--- src/rtl/ibex_fetch_pkg.sv ---
// Shared types and helpers for the multi-request instruction fetch FIFO.
package ibex_fetch_pkg;

  localparam int unsigned FETCH_MAX_REQS = 8;

  typedef struct packed {
    logic [31:0] rdata;
    logic        err;
  } fetch_entry_t;

  function automatic logic is_compressed(input logic [15:0] halfword);
    return halfword[1:0] != 2'b11;
  endfunction

endpackage

--- src/rtl/ibex_fetch_realign.sv ---
// Combinational realignment of the two oldest fetch words (or the incoming
// word) into one instruction, with compressed detection and error attribution.
module ibex_fetch_realign
  import ibex_fetch_pkg::*;
(
  input  logic         addr_hi_i,
  input  logic         entry0_valid_i,
  input  fetch_entry_t entry0_i,
  input  logic         entry1_valid_i,
  input  fetch_entry_t entry1_i,
  input  logic         in_valid_i,
  input  fetch_entry_t in_entry_i,
  output logic         valid_o,
  output logic         compressed_o,
  output logic [31:0]  rdata_o,
  output logic         err_o,
  output logic         err_plus2_o
);

  fetch_entry_t first;
  fetch_entry_t second;
  logic         first_valid;
  logic         second_valid;
  logic         second_err;

  // The incoming word stands in for whichever of the two oldest slots is empty.
  assign first        = entry0_valid_i ? entry0_i : in_entry_i;
  assign first_valid  = entry0_valid_i | in_valid_i;
  assign second       = entry1_valid_i ? entry1_i : in_entry_i;
  assign second_valid = entry1_valid_i | (entry0_valid_i & in_valid_i);
  assign second_err   = second_valid & second.err;

  assign compressed_o = addr_hi_i ? is_compressed(first.rdata[31:16])
                                  : is_compressed(first.rdata[15:0]);

  always_comb begin
    valid_o     = first_valid;
    rdata_o     = first.rdata;
    err_o       = first.err;
    err_plus2_o = 1'b0;
    if (addr_hi_i) begin
      rdata_o = {second.rdata[15:0], first.rdata[31:16]};
      if (!compressed_o) begin
        valid_o     = second_valid;
        err_o       = first.err | second_err;
        err_plus2_o = ~first.err & second_err;
      end
    end
  end

endmodule

--- src/rtl/ibex_fetch_fifo_multi.sv ---
// Shift-down fetch FIFO with instruction realignment for NUM_REQS outstanding
// requests. Define IBEX_FETCH_FIFO_OCCUPANCY_EN to add the occ_o count output.
module ibex_fetch_fifo_multi
  import ibex_fetch_pkg::*;
#(
  parameter int unsigned NUM_REQS = 2
) (
  input  logic                clk_i,
  input  logic                rst_ni,
  input  logic                clear_i,
  output logic [NUM_REQS-1:0] busy_o,
  input  logic                in_valid_i,
  input  logic [31:0]         in_addr_i,
  input  logic [31:0]         in_rdata_i,
  input  logic                in_err_i,
  output logic                out_valid_o,
  input  logic                out_ready_i,
  output logic [31:0]         out_addr_o,
  output logic [31:0]         out_rdata_o,
  output logic                out_err_o,
  output logic                out_err_plus2_o
`ifdef IBEX_FETCH_FIFO_OCCUPANCY_EN
  ,
  output logic [$clog2(NUM_REQS+2)-1:0] occ_o
`endif
);

  localparam int unsigned DEPTH = NUM_REQS + 1;

  if (NUM_REQS < 1 || NUM_REQS > FETCH_MAX_REQS) begin : g_bad_num_reqs
    $error("NUM_REQS out of range");
  end

  logic [DEPTH-1:0] valid_q, valid_d, shift_valid, free, wr_push, wr_en;
  fetch_entry_t     entry_q     [DEPTH];
  fetch_entry_t     shift_entry [DEPTH];
  fetch_entry_t     wr_data     [DEPTH];
  fetch_entry_t     in_entry;
  logic [31:1]      pc_q, pc_d;
  logic             rv_valid, rv_compressed;
  logic             accept, pop, push_en;
  logic             unused_addr0;

  assign in_entry     = '{rdata: in_rdata_i, err: in_err_i};
  assign unused_addr0 = in_addr_i[0];

  ibex_fetch_realign u_realign (
    .addr_hi_i     (pc_q[1]),
    .entry0_valid_i(valid_q[0]),
    .entry0_i      (entry_q[0]),
    .entry1_valid_i(valid_q[1]),
    .entry1_i      (entry_q[1]),
    .in_valid_i    (in_valid_i),
    .in_entry_i    (in_entry),
    .valid_o       (rv_valid),
    .compressed_o  (rv_compressed),
    .rdata_o       (out_rdata_o),
    .err_o         (out_err_o),
    .err_plus2_o   (out_err_plus2_o)
  );

  assign accept = rv_valid & out_ready_i & ~clear_i;
  assign pop    = accept & (pc_q[1] | ~rv_compressed);
  // A pop with entry 0 empty consumed the forwarded word itself, so it is not stored.
  assign push_en = in_valid_i & ~clear_i & ~(pop & ~valid_q[0]);

  always_comb begin
    for (int unsigned i = 0; i < DEPTH; i++) begin
      shift_valid[i] = valid_q[i];
      shift_entry[i] = entry_q[i];
    end
    if (pop) begin
      for (int unsigned i = 0; i + 1 < DEPTH; i++) begin
        shift_valid[i] = valid_q[i+1];
        shift_entry[i] = entry_q[i+1];
      end
      shift_valid[DEPTH-1] = 1'b0;
    end
  end

  always_comb begin
    free    = '0;
    free[0] = ~shift_valid[0];
    for (int unsigned i = 1; i < DEPTH; i++) begin
      free[i] = ~shift_valid[i] & shift_valid[i-1];
    end
  end

  assign wr_push = free & {DEPTH{push_en}};

  always_comb begin
    for (int unsigned i = 0; i < DEPTH; i++) begin
      wr_en[i]   = wr_push[i] | (pop & shift_valid[i]);
      wr_data[i] = wr_push[i] ? in_entry : shift_entry[i];
    end
  end

  assign valid_d = clear_i ? '0 : (shift_valid | wr_push);

  always_comb begin
    pc_d = pc_q;
    if (clear_i) begin
      pc_d = in_addr_i[31:1];
    end else if (accept) begin
      pc_d = pc_q + (rv_compressed ? 31'd1 : 31'd2);
    end
  end

  always_ff @(posedge clk_i or negedge rst_ni) begin
    if (!rst_ni) begin
      valid_q <= '0;
      pc_q    <= '0;
    end else begin
      valid_q <= valid_d;
      pc_q    <= pc_d;
    end
  end

  always_ff @(posedge clk_i) begin
    for (int unsigned i = 0; i < DEPTH; i++) begin
      if (wr_en[i]) begin
        entry_q[i] <= wr_data[i];
      end
    end
  end

`ifdef IBEX_FETCH_FIFO_OCCUPANCY_EN
  localparam int unsigned OCC_W = $clog2(DEPTH + 1);
  logic [OCC_W-1:0] occ_d, occ_q;

  always_comb begin
    occ_d = '0;
    for (int unsigned i = 0; i < DEPTH; i++) begin
      if (valid_d[i]) begin
        occ_d = occ_d + OCC_W'(1);
      end
    end
  end

  always_ff @(posedge clk_i or negedge rst_ni) begin
    if (!rst_ni) begin
      occ_q <= '0;
    end else begin
      occ_q <= occ_d;
    end
  end

  assign occ_o = occ_q;
`endif

  assign busy_o      = valid_q[DEPTH-1 -: NUM_REQS];
  assign out_valid_o = rv_valid;
  assign out_addr_o  = {pc_q, 1'b0};

  // Requester must never push into a full FIFO unless a pop frees a slot.
  assert property (@(posedge clk_i) disable iff (!rst_ni)
    !(in_valid_i && !clear_i && !pop && valid_q[DEPTH-1]));

endmodule

--- config.mk ---
export PLATFORM = sky130hd
export DESIGN_NAME = ibex_fetch_fifo_multi
export DESIGN_NICKNAME = d
export VERILOG_FILES = /design/src/rtl/ibex_fetch_pkg.sv /design/src/rtl/ibex_fetch_realign.sv /design/src/rtl/ibex_fetch_fifo_multi.sv
export SDC_FILE = /design/constraint.sdc
export NUM_CORES = 1
export LEC_CHECK = 0
export ABC_AREA = 1
export CAP_MARGIN = 20
export CORE_ASPECT_RATIO = 2
export CORE_MARGIN = 3
export CORE_UTILIZATION = 40
export CTS_CLUSTER_DIAMETER = 40
export DETAILED_ROUTE_END_ITERATION = 10
export GPL_ROUTABILITY_DRIVEN = 0
export GPL_TIMING_DRIVEN = 1
export PLACE_DENSITY = 0.67
export SLEW_MARGIN = 20
export SYNTH_ARGS = -nofsm -noshare
export SYNTH_HDL_FRONTEND = slang
export SYNTH_SLANG_ARGS = --single-unit
export TNS_END_PERCENT = 30
--- constraint.sdc ---
create_clock -name clk_i -period 4.1 [get_ports clk_i]
set_input_delay 0.615 -clock clk_i [delete_from_list [all_inputs] [get_ports clk_i]]
set_output_delay 0.615 -clock clk_i [all_outputs]
set_load 0.005 [all_outputs]
==> impl_metrics.tcl, run 1 <==
set metrics [dict create \
    hpwl_um 14300 \
    cts_buffer_depth 2 \
    crit_chain "clkdlybuf4s50_1 -> inv_1 -> nand2_1 -> nand3_1 -> nand2_1 -> nand2_1 -> ha_1 -> inv_1 -> fa_1 -> inv_1 -> nand3_1 -> nor3_1 -> nand2_1 -> nor2_1 -> nand4_1 -> nor2_1 -> nand2_1 -> nand3_1 -> o211ai_1" \
    max_stage_delay_ps 460 \
    h-tree-depth 4 \
    fin_nets 1019 \
    end_kind "flip-flop" \
    synth_area_per_cell_um2 8.82 \
    post_synth_num_cell_types 40 \
    layout.cells.non_filler 1168 \
    wl_met2_um 10900 \
    fin_crit_sh_pct 82.7 \
    drc_errors 0 \
    met3WireLength_um 1060 \
    clk_pin_slew_worst_paths_ps 60 \
    slew_headroom_pct 44.3 \
    cp.arrival_ps 3690 \
    postRouteAntennaNets 0 \
    rows 68 \
    dieArea_um2 19700 \
    cp_num_buf_inv 4 \
    drv_slew 0 \
    critPathRequiredTime_ps 4400 \
    start_util_pct 41.3 \
    irDropWorstVdd_uv 299 \
    cts-root-buf "clkbuf_16" \
    synth_top_area_cell "edfxtp_1" \
    drive_above_1_share_pct 8.66 \
    drt-total-wl_um 20200 \
    synth-seq-cells 133 \
    die_h_um 196 \
    cts_hold_buf 0 \
    hp-class "flip-flop to flip-flop" \
    top_layer "met4" \
    crit_path_top_delay_cell "clkdlybuf4s50_1" \
    ctsResizeCount 0 \
    synth_area_leaders "edfxtp_1, nand2_1, dfrtp_1" \
    tightest_slew_ps 834 \
    powerDensity_nw_per_um2 509 \
    wl_met1_um 7360 \
    clock_latency_ps 430 \
    grtUsageTotal_pct 21.0 \
    status "finished, final reports clean" \
    grt_setup_unrepaired "false" \
    netlist.area_leader.share_pct 41.3 \
    max_freq_mhz 295 \
    fin_crit_ps 3390 \
    cts_tree "done" \
    grt_first_pass_wirelength_um 31900 \
    crit_path_frequent_cell "nand2_1" \
    wl_per_cell_um 17.3 \
    worstSetupPathType "primary input to flip-flop" \
    cp_top_family "simple AND/OR/NAND/NOR gates" \
    finalSetupTns_ps 0 \
    dp_cells 1136 \
    grt_pass1_vias 6158 \
    grt.overflow.total 0 \
    n_antenna_cell 0 \
    syn2layout_area_growth_pct 29.8 \
    yosys_warnings 0 \
    crit_fanout 4 \
    drt_iter0_drc 258 \
    port_buffers 136 \
    netlist_area_um2 7200 \
    p_leak_nw 3.79 \
    synth_nets 890 \
    clock_skew_ps 9.58 \
    nFillCells 1621 \
    vias 6164 \
    clock-sinks 133 \
    drv_cap 0 \
    grt_max_degree 46 \
    synth-seq-area-share_pct 53.1 \
    setup_viol 0 \
    pin_count 139 \
    post_cts_buffers 0 \
    cts_made_buffers 17 \
    die_w_um 101 \
    dr.pass1.iters 6 \
    whs_ps 524 \
    synthCells 816 \
    viasPerCell 5.28 \
    grt_antenna_before_repair 0 \
    core-area_um2 17400 \
    finalHoldViolCount 0 \
    worst_setup_path_start_kind "primary input" \
]
==> sequential cells by signal (all words and copies together), names as in the netlist <==
| register | flops |
|---|---|
| pc_q | 31 |
| valid_q | 3 |
| entry_q | 99 |
==> cell families (layout without fill, tap and decap cells) <==
logic type | Yosys count | after routing | share of synthesized area, %
xor+xnor | 27 | 27 | 3.29
buf+inv | 119 | 261 | 7.25
fa+ha+maj | 4 | 4 | 0.800
flops | 133 | 133 | 53.1
simple gates | 367 | 367 | 22.0
other cells | 1 | 1 | 0.0521
compound gates | 165 | 165 | 13.5
==> cells in the final DEF (no fill, tap or decap), drive strengths merged, types with 2 or more instances in the layout <==
master and instances:
a21oi 19, o21ai 112, nand2 239, o22ai 3, clkdlybuf4s50 136, buf 19, dfrtp 34, or2 2
nand4 9, clkinvlp 4, bufinv 3, nor3 13, clkinv 5, clkbuf 17, ha 3, nand3 64
o211ai 22, inv 77, xor2 24, edfxtp 99, nor2 38, o221ai 6, xnor2 3
==> through the flow <==
step	instance area [µm²]	total power, mW	setup slack (ps)	util, %
after floorplan	7200	2.50	353	-
after global placement	8740	3.20	296	50.1
after detailed placement	8740	3.22	244	50.1
after CTS	9340	4.81	693	53.6
after global routing	9340	5.01	369	53.6
final	9340	4.75	708	53.6
==> final timing paths <==
check                                               from  cells after the start  slack (ps)                  endpoint
worst max-delay path                      in_rdata_i[16]                     19         710      pc_q[29]$_DFFE_PN0P_
worst min-delay path            entry_q[0][96]$_DFFE_PP_                      2         520  entry_q[0][63]$_DFFE_PP_
worst max register to register      valid_q[0]$_DFF_PN0_                     18         800      pc_q[29]$_DFFE_PN0P_
worst min register to register  entry_q[0][96]$_DFFE_PP_                      2         520  entry_q[0][63]$_DFFE_PP_
max in group asynchronous                         rst_ni                      2        3130      valid_q[1]$_DFF_PN0_
min in group asynchronous                         rst_ni                      2         610      pc_q[31]$_DFFE_PN0P_
==> routing by layer <==
layer,up-vias,GRT usage (%)
li1,3027,-
met1,2873,22.5
met2,220,38.1
met3,44,3.81
met4,0,11.0
met5,-,0
==> layout make-up <==
type,count,area [µm²],share of cell area [%]
inverter,74,278,2.97
clock inverter,15,178,1.90
multi-input combinational,564,2870,30.7
timing repair buffer,155,1500,16.1
clock buffer,17,425,4.55
tap,210,263,2.81
sequential,133,3820,40.9
==> synthesized netlist by cell type, drive strengths merged <==
cell and n:
fa 1, ha 3, a22oi 1, nor3 13
nor4 1, a21oi 19, edfxtp 99, nor2 38
conb 1, inv 73, clkinv 1, o21ai 112
nand4 9, nand3 64, dfrtp 34, o221ai 6
o21bai 1, and2 1, xor2 24, o22ai 3
a211o 1, clkbuf 16, buf 29, o211ai 22
or2 2, xnor2 3, nand2 239
==> report_power, final <==
part,switching (mW),internal [mW]
combinational,0.783,0.661
clock,0.607,0.959
sequential,0.112,1.63
total,1.50,3.25
==> worst reg2reg max path, delay by kind of cell, from the launching register on <==
kind                     cells  cell delay, ps
AO/OA/AOI/OAI                1              90
adder cells (fa/ha/maj)      2             570
buffers and inverters        3             390
flip-flops                   1             380
AND/OR/NAND/NOR             12            1750
No activity file was read; power rests on OpenSTA's default activity.
==> run 2: changes to the inputs <==
Settings changed: PLACE_DENSITY 0.67 to unset.
Clock period 4.1 ns to 3.21 ns, I/O delays scaled along.
==> run 2 against run 1 <==
Worst setup slack worse by 450 ps. Core utilization grew 1.6 points. Cell area up 3.0%. Register-to-register slack got worse by 450 ps. Non-clock buffer count increased by 28. First-iteration DRC count decreased by 6.6%. Critical endpoint is now out_err_plus2_o. Clock skew is 1.0 ps higher. Clock-buffer cell count up 1.
==> impl_metrics.tcl, run 2 (same netlist as run 1, synthesis figures left out) <==
set metrics [dict create \
    status "finished, final reports clean" \
    totalPowerFinal_mw 6.12 \
    grt_antenna_before_repair 0 \
    grt.overflow.total 0 \
    cp_num_buf_inv 4 \
    r2r_cells 18 \
    cts_made_buffers 17 \
    h-tree-depth 4 \
    cp_top_family "buffers and inverters" \
    regMostFlops "entry_q" \
    slew_headroom_pct 63.6 \
    cts_buffer_depth 2 \
    end_kind "output pin" \
    fin_nets 1047 \
    powerDensity_nw_per_um2 636 \
    core-area_um2 17400 \
    crit_path_top_delay_cell "clkdlybuf4s50_1" \
    cts_hold_buf 0 \
    drv_slew 0 \
    viasPerCell 5.16 \
    clock-sinks 133 \
    final_common_cell "nand2_1" \
    grtUsageTotal_pct 22.0 \
    clk_pin_slew_worst_paths_ps 60 \
    largest_reg_flops 99 \
    dr.pass1.iters 4 \
    finalHoldViolCount 0 \
    port_buffers 136 \
    setup_viol 0 \
    drt-total-wl_um 20800 \
    hp-class "primary input to async pin" \
    pin_count 139 \
    max_freq_mhz 339 \
    vias 6177 \
    reg.largest.list "entry_q x99, pc_q x31, valid_q x3" \
    worst_setup_path_start_kind "primary input" \
    crit_chain "clkdlybuf4s50_1 -> inv_1 -> buf_4 -> o21ai_1 -> nand3_1 -> a211o_1 -> nor2_1 -> clkdlybuf4s50_1" \
    start_util_pct 41.3 \
    reg2reg_from "pc_q[1]$_DFFE_PN0P_" \
    cp.arrival_ps 2470 \
    clock_latency_ps 420 \
    pre_cts_ws_ps -115 \
    crit_fanout 2 \
    reg2reg_to "pc_q[29]$_DFFE_PN0P_" \
    postRouteAntennaNets 0 \
    fin_crit_sh_pct 91.9 \
    r2r_slack_ps 350 \
    crit_path_frequent_cell "clkdlybuf4s50_1" \
    tightest_slew_ps 547 \
    cts_tree "done" \
    n_antenna_cell 0 \
    grt_max_degree 66 \
    drive_above_1_share_pct 11.1 \
    critPathRequiredTime_ps 2730 \
    whs_ps 495 \
    die_h_um 196 \
    drv_cap 0 \
    irDropWorstVdd_uv 373 \
    final_cell_mix "nand2_1, clkdlybuf4s50_1, edfxtp_1" \
    fin_crit_ps 2950 \
    p_leak_nw 3.94 \
    cts-root-buf "clkbuf_16" \
    max_stage_delay_ps 530 \
    syn2layout_area_growth_pct 33.7 \
    drt_iter0_drc 241 \
    hpwl_um 15000 \
    clock_skew_ps 10.6 \
    dieArea_um2 19700 \
    die_w_um 101 \
    rows 68 \
    worstSetupPathType "primary input to output pin" \
    grt_pass1_vias 6204 \
    drc_errors 0 \
    post_cts_buffers 0 \
    fin_ws_ps 261 \
    grt_setup_unrepaired "false" \
    grt_first_pass_wirelength_um 33400 \
    wl_per_cell_um 17.4 \
]
run 2: cell types whose count changed in the layout (fill, tap and decap cells not counted), sizes merged:
cell / before / now
clkinvlp: 4 / 6
buf: 19 / 47
clkbuf: 17 / 18
inv: 77 / 74
run 2: worst register-to-register path, delay by kind of cell, from the launching register on:
kind / cells / cell delay (ps)
and+or+nand+nor: 11 / 1120
DFF: 1 / 440
buffers and inverters: 5 / 690
AOI/OAI and AO/OA: 1 / 80
adders and majority gates: 1 / 400
run 2: timing repair:
| item | in CTS | in global routing |
|---|---|---|
| gates resized for setup | 0 | 3 |
| setup endpoints to repair | 0 | 3 |
| hold endpoints to repair | 0 | 0 |
run 2: worst max path at each step:
stage | startpoint | to | slack [ps] | cells after the start
2_1_floorplan | pc_q[1]$_DFFE_PN0P_ | entry_q[0][66]$_DFFE_PP_ | 30 | 11
3_3_place_gp | in_rdata_i[0] | pc_q[29]$_DFFE_PN0P_ | -80 | 20
3_5_place_dp | in_rdata_i[16] | pc_q[21]$_DFFE_PN0P_ | -110 | 19
4_1_cts | valid_q[0]$_DFF_PN0_ | out_rdata_o[24] | 230 | 5
5_1_grt | in_rdata_i[16] | pc_q[29]$_DFFE_PN0P_ | 6 | 21
6_report | in_rdata_i[17] | out_err_plus2_o | 260 | 8
run 2: area by class of cell:
type                            instances  area, µm²
Clock buffer                           18        429
Clock inverter                         14        159
Fill cell                            1595       7820
Inverter                               74        278
Multi-Input combinational cell        564       2880
Sequential cell                       133       3820
Tap cell                              210        263
Timing Repair Buffer                  183       1790
run 2: routing by layer:
layer | global-route usage [%] | vias to the layer above | part of all wire (%) | wire length [µm]
li1 | - | 3077 | - | -
met5 | 0 | - | 0 | 0
met2 | 40.1 | 179 | 56 | 11700
met3 | 4.41 | 42 | 3.9 | 822
met4 | 10.1 | 0 | 3.9 | 810
met1 | 23.9 | 2879 | 36 | 7510
run 2: report_power, final:
| group | switching (mW) | total, mW | internal (mW) |
|---|---|---|---|
| Clock | 0.738 | 1.95 | 1.21 |
| Combinational | 1.02 | 1.94 | 0.921 |
| Sequential | 0.148 | 2.23 | 2.08 |
run 2: stage by stage:
step	instances	instance area (µm²)	utilization [%]	setup TNS, ps
detailed placement	1164	9020	51.7	-391
global route	1196	9620	55.2	0
global placement	1164	9020	51.7	-263
CTS	1196	9610	55.1	0
finish	1196	9620	55.2	0
floorplan	816	7200	-	0
==> run 3: changes to the inputs <==
Settings changed: CORE_MARGIN 3 to unset.
==> run 3 against run 2 <==
The run now ends with design-rule violations left. Cell count rose by 0.75%. Fmax fell by 2.0%. Sequential power barely moved. Register-to-register slack improved by 30 ps. Worst hold slack got worse by 15 ps. Global-route usage rose by 0.96 points. Critical path depth did not move.
==> impl_metrics.tcl, run 3 (same netlist as run 1, synthesis figures left out) <==
set metrics [dict create \
    status "finished, violations left" \
    violations "design-rule violations" \
    end_kind "output pin" \
    postRouteAntennaNets 0 \
    clock-sinks 133 \
    nFillCells 1618 \
    h-tree-depth 4 \
    layout.cells.non_filler 1205 \
    irDropWorstVdd_uv 361 \
    drive_above_1_share_pct 11.6 \
    dr.pass1.iters 7 \
    powerDensity_nw_per_um2 641 \
    setup_viol 0 \
    die_w_um 96.9 \
    final_cell_mix "nand2_1, clkdlybuf4s50_1, edfxtp_1" \
    grt_use_met2_pct 44.4 \
    syn2layout_area_growth_pct 35.1 \
    p_sw_mw 1.92 \
    busiest_layer "met2" \
    start_util_pct 40.7 \
    slew_headroom_pct 66.2 \
    clock_skew_ps 11.1 \
    seqPwrFrac_pct 35.8 \
    cts-root-buf "clkbuf_16" \
    hp-class "primary input to async pin" \
    clock_latency_ps 420 \
    worst_setup_path_start_kind "primary input" \
    final_util_pct 54.9 \
    fin_nets 1053 \
    fin_ws_ps 200 \
    finalHoldViolCount 0 \
    whs_ps 480 \
    drt-total-wl_um 20700 \
    grt_setup_unrepaired "false" \
    grt_antenna_before_repair 0 \
    r2r_slack_ps 380 \
    totalPowerFinal_mw 6.23 \
    cp.arrival_ps 2530 \
    largest_reg_flops 99 \
    grt_first_pass_wirelength_um 32900 \
    wl_per_cell_um 17.2 \
    crit_fanout 2 \
    fin_crit_sh_pct 93.8 \
    drt_iter0_drc 233 \
    cts_made_buffers 17 \
    cts_tree "done" \
    cts_hold_buf 0 \
    reg2reg_from "valid_q[0]$_DFF_PN0_" \
    n_antenna_cell 0 \
    p_clk_share_pct 32.8 \
    grtUsageTotal_pct 23.0 \
    tightest_slew_ps 503 \
    clk_pin_slew_worst_paths_ps 60 \
    p_int_mw 4.32 \
    drc_errors 1 \
    viasPerCell 5.17 \
    pre_cts_ws_ps -114 \
    drv_cap 0 \
    post_cts_buffers 0 \
    vias 6228 \
    drv_slew 0 \
    grtUsageMet1_pct 22.8 \
    grt_max_degree 47 \
    core-area_um2 17700 \
    grtUsageMet3_pct 4.37 \
    reg2reg_to "pc_q[25]$_DFFE_PN0P_" \
    dieArea_um2 18600 \
    reg.largest.list "entry_q x99, pc_q x31, valid_q x3" \
    fin_crit_ps 3010 \
    pin_count 139 \
    rows 69 \
    dp_cells 1173 \
    critPathRequiredTime_ps 2730 \
    final_common_cell "nand2_1" \
    regMostFlops "entry_q" \
    grt.overflow.total 0 \
    hpwl_um 14800 \
    ctsResizeCount 0 \
    r2r_cells 19 \
    die_h_um 192 \
    max_freq_mhz 332 \
    worstSetupPathType "primary input to output pin" \
    port_buffers 136 \
    switching_share_pct 30.7 \
    p_leak_nw 4.01 \
    grt_pass1_vias 6333 \
    power_frac_comb_pct 31.4 \
    cts_buffer_depth 2 \
]
[run 3: per-stage QoR]
| step | setup TNS (ps) | area, µm² |
|---|---|---|
| finish | 0 | 9720 |
| global route | 0 | 9720 |
| CTS | 0 | 9720 |
| detailed placement | -471 | 9110 |
| global placement | -247 | 9110 |
| floorplan | 0 | 7200 |
[run 3: power by group through the flow]
stage               Sequential, mW  Combinational [mW]  Clock (mW)
floorplan                     2.23               0.971           0
global placement              2.26                1.96           0
detailed placement            2.26                1.97           0
CTS                           2.23                1.98        2.08
global route                  2.25                2.16        2.14
finish                        2.23                1.95        2.05
[run 3: layer usage]
layer / routed length, µm / part of all wire (%)
met1: 7490 / 36
met2: 11600 / 56
met3: 756 / 3.6
met4: 846 / 4.1
met5: 0 / 0
[run 3: critical path, stage by stage]
cell	delay, ps
clkdlybuf4s50_1	530
inv_1	70
buf_4	140
o21ai_1	190
nand3_1	170
a211o_1	290
nor2_1	130
clkdlybuf4s50_1	540
[run 3: final cells by class]
type                            count  area, µm²  share of cell area, %
Sequential cell                   133       3820                   39.3
Multi-Input combinational cell    564       2870                   29.5
Timing Repair Buffer              189       1870                   19.3
Clock buffer                       18        429                   4.41
Inverter                           74        278                   2.86
Tap cell                          213        267                   2.74
Clock inverter                     14        183                   1.88
[run 3: worst max-delay path by stage]
stage	from	end	slack (ps)	depth (start not counted)
after global routing	in_rdata_i[16]	pc_q[23]$_DFFE_PN0P_	20	21
after detailed placement	in_rdata_i[16]	pc_q[21]$_DFFE_PN0P_	-110	19
after CTS	in_rdata_i[17]	out_err_plus2_o	230	8
after floorplan	pc_q[1]$_DFFE_PN0P_	entry_q[0][66]$_DFFE_PP_	30	11
after global placement	in_rdata_i[16]	pc_q[25]$_DFFE_PN0P_	-80	19
final	in_rdata_i[17]	out_err_plus2_o	200	8
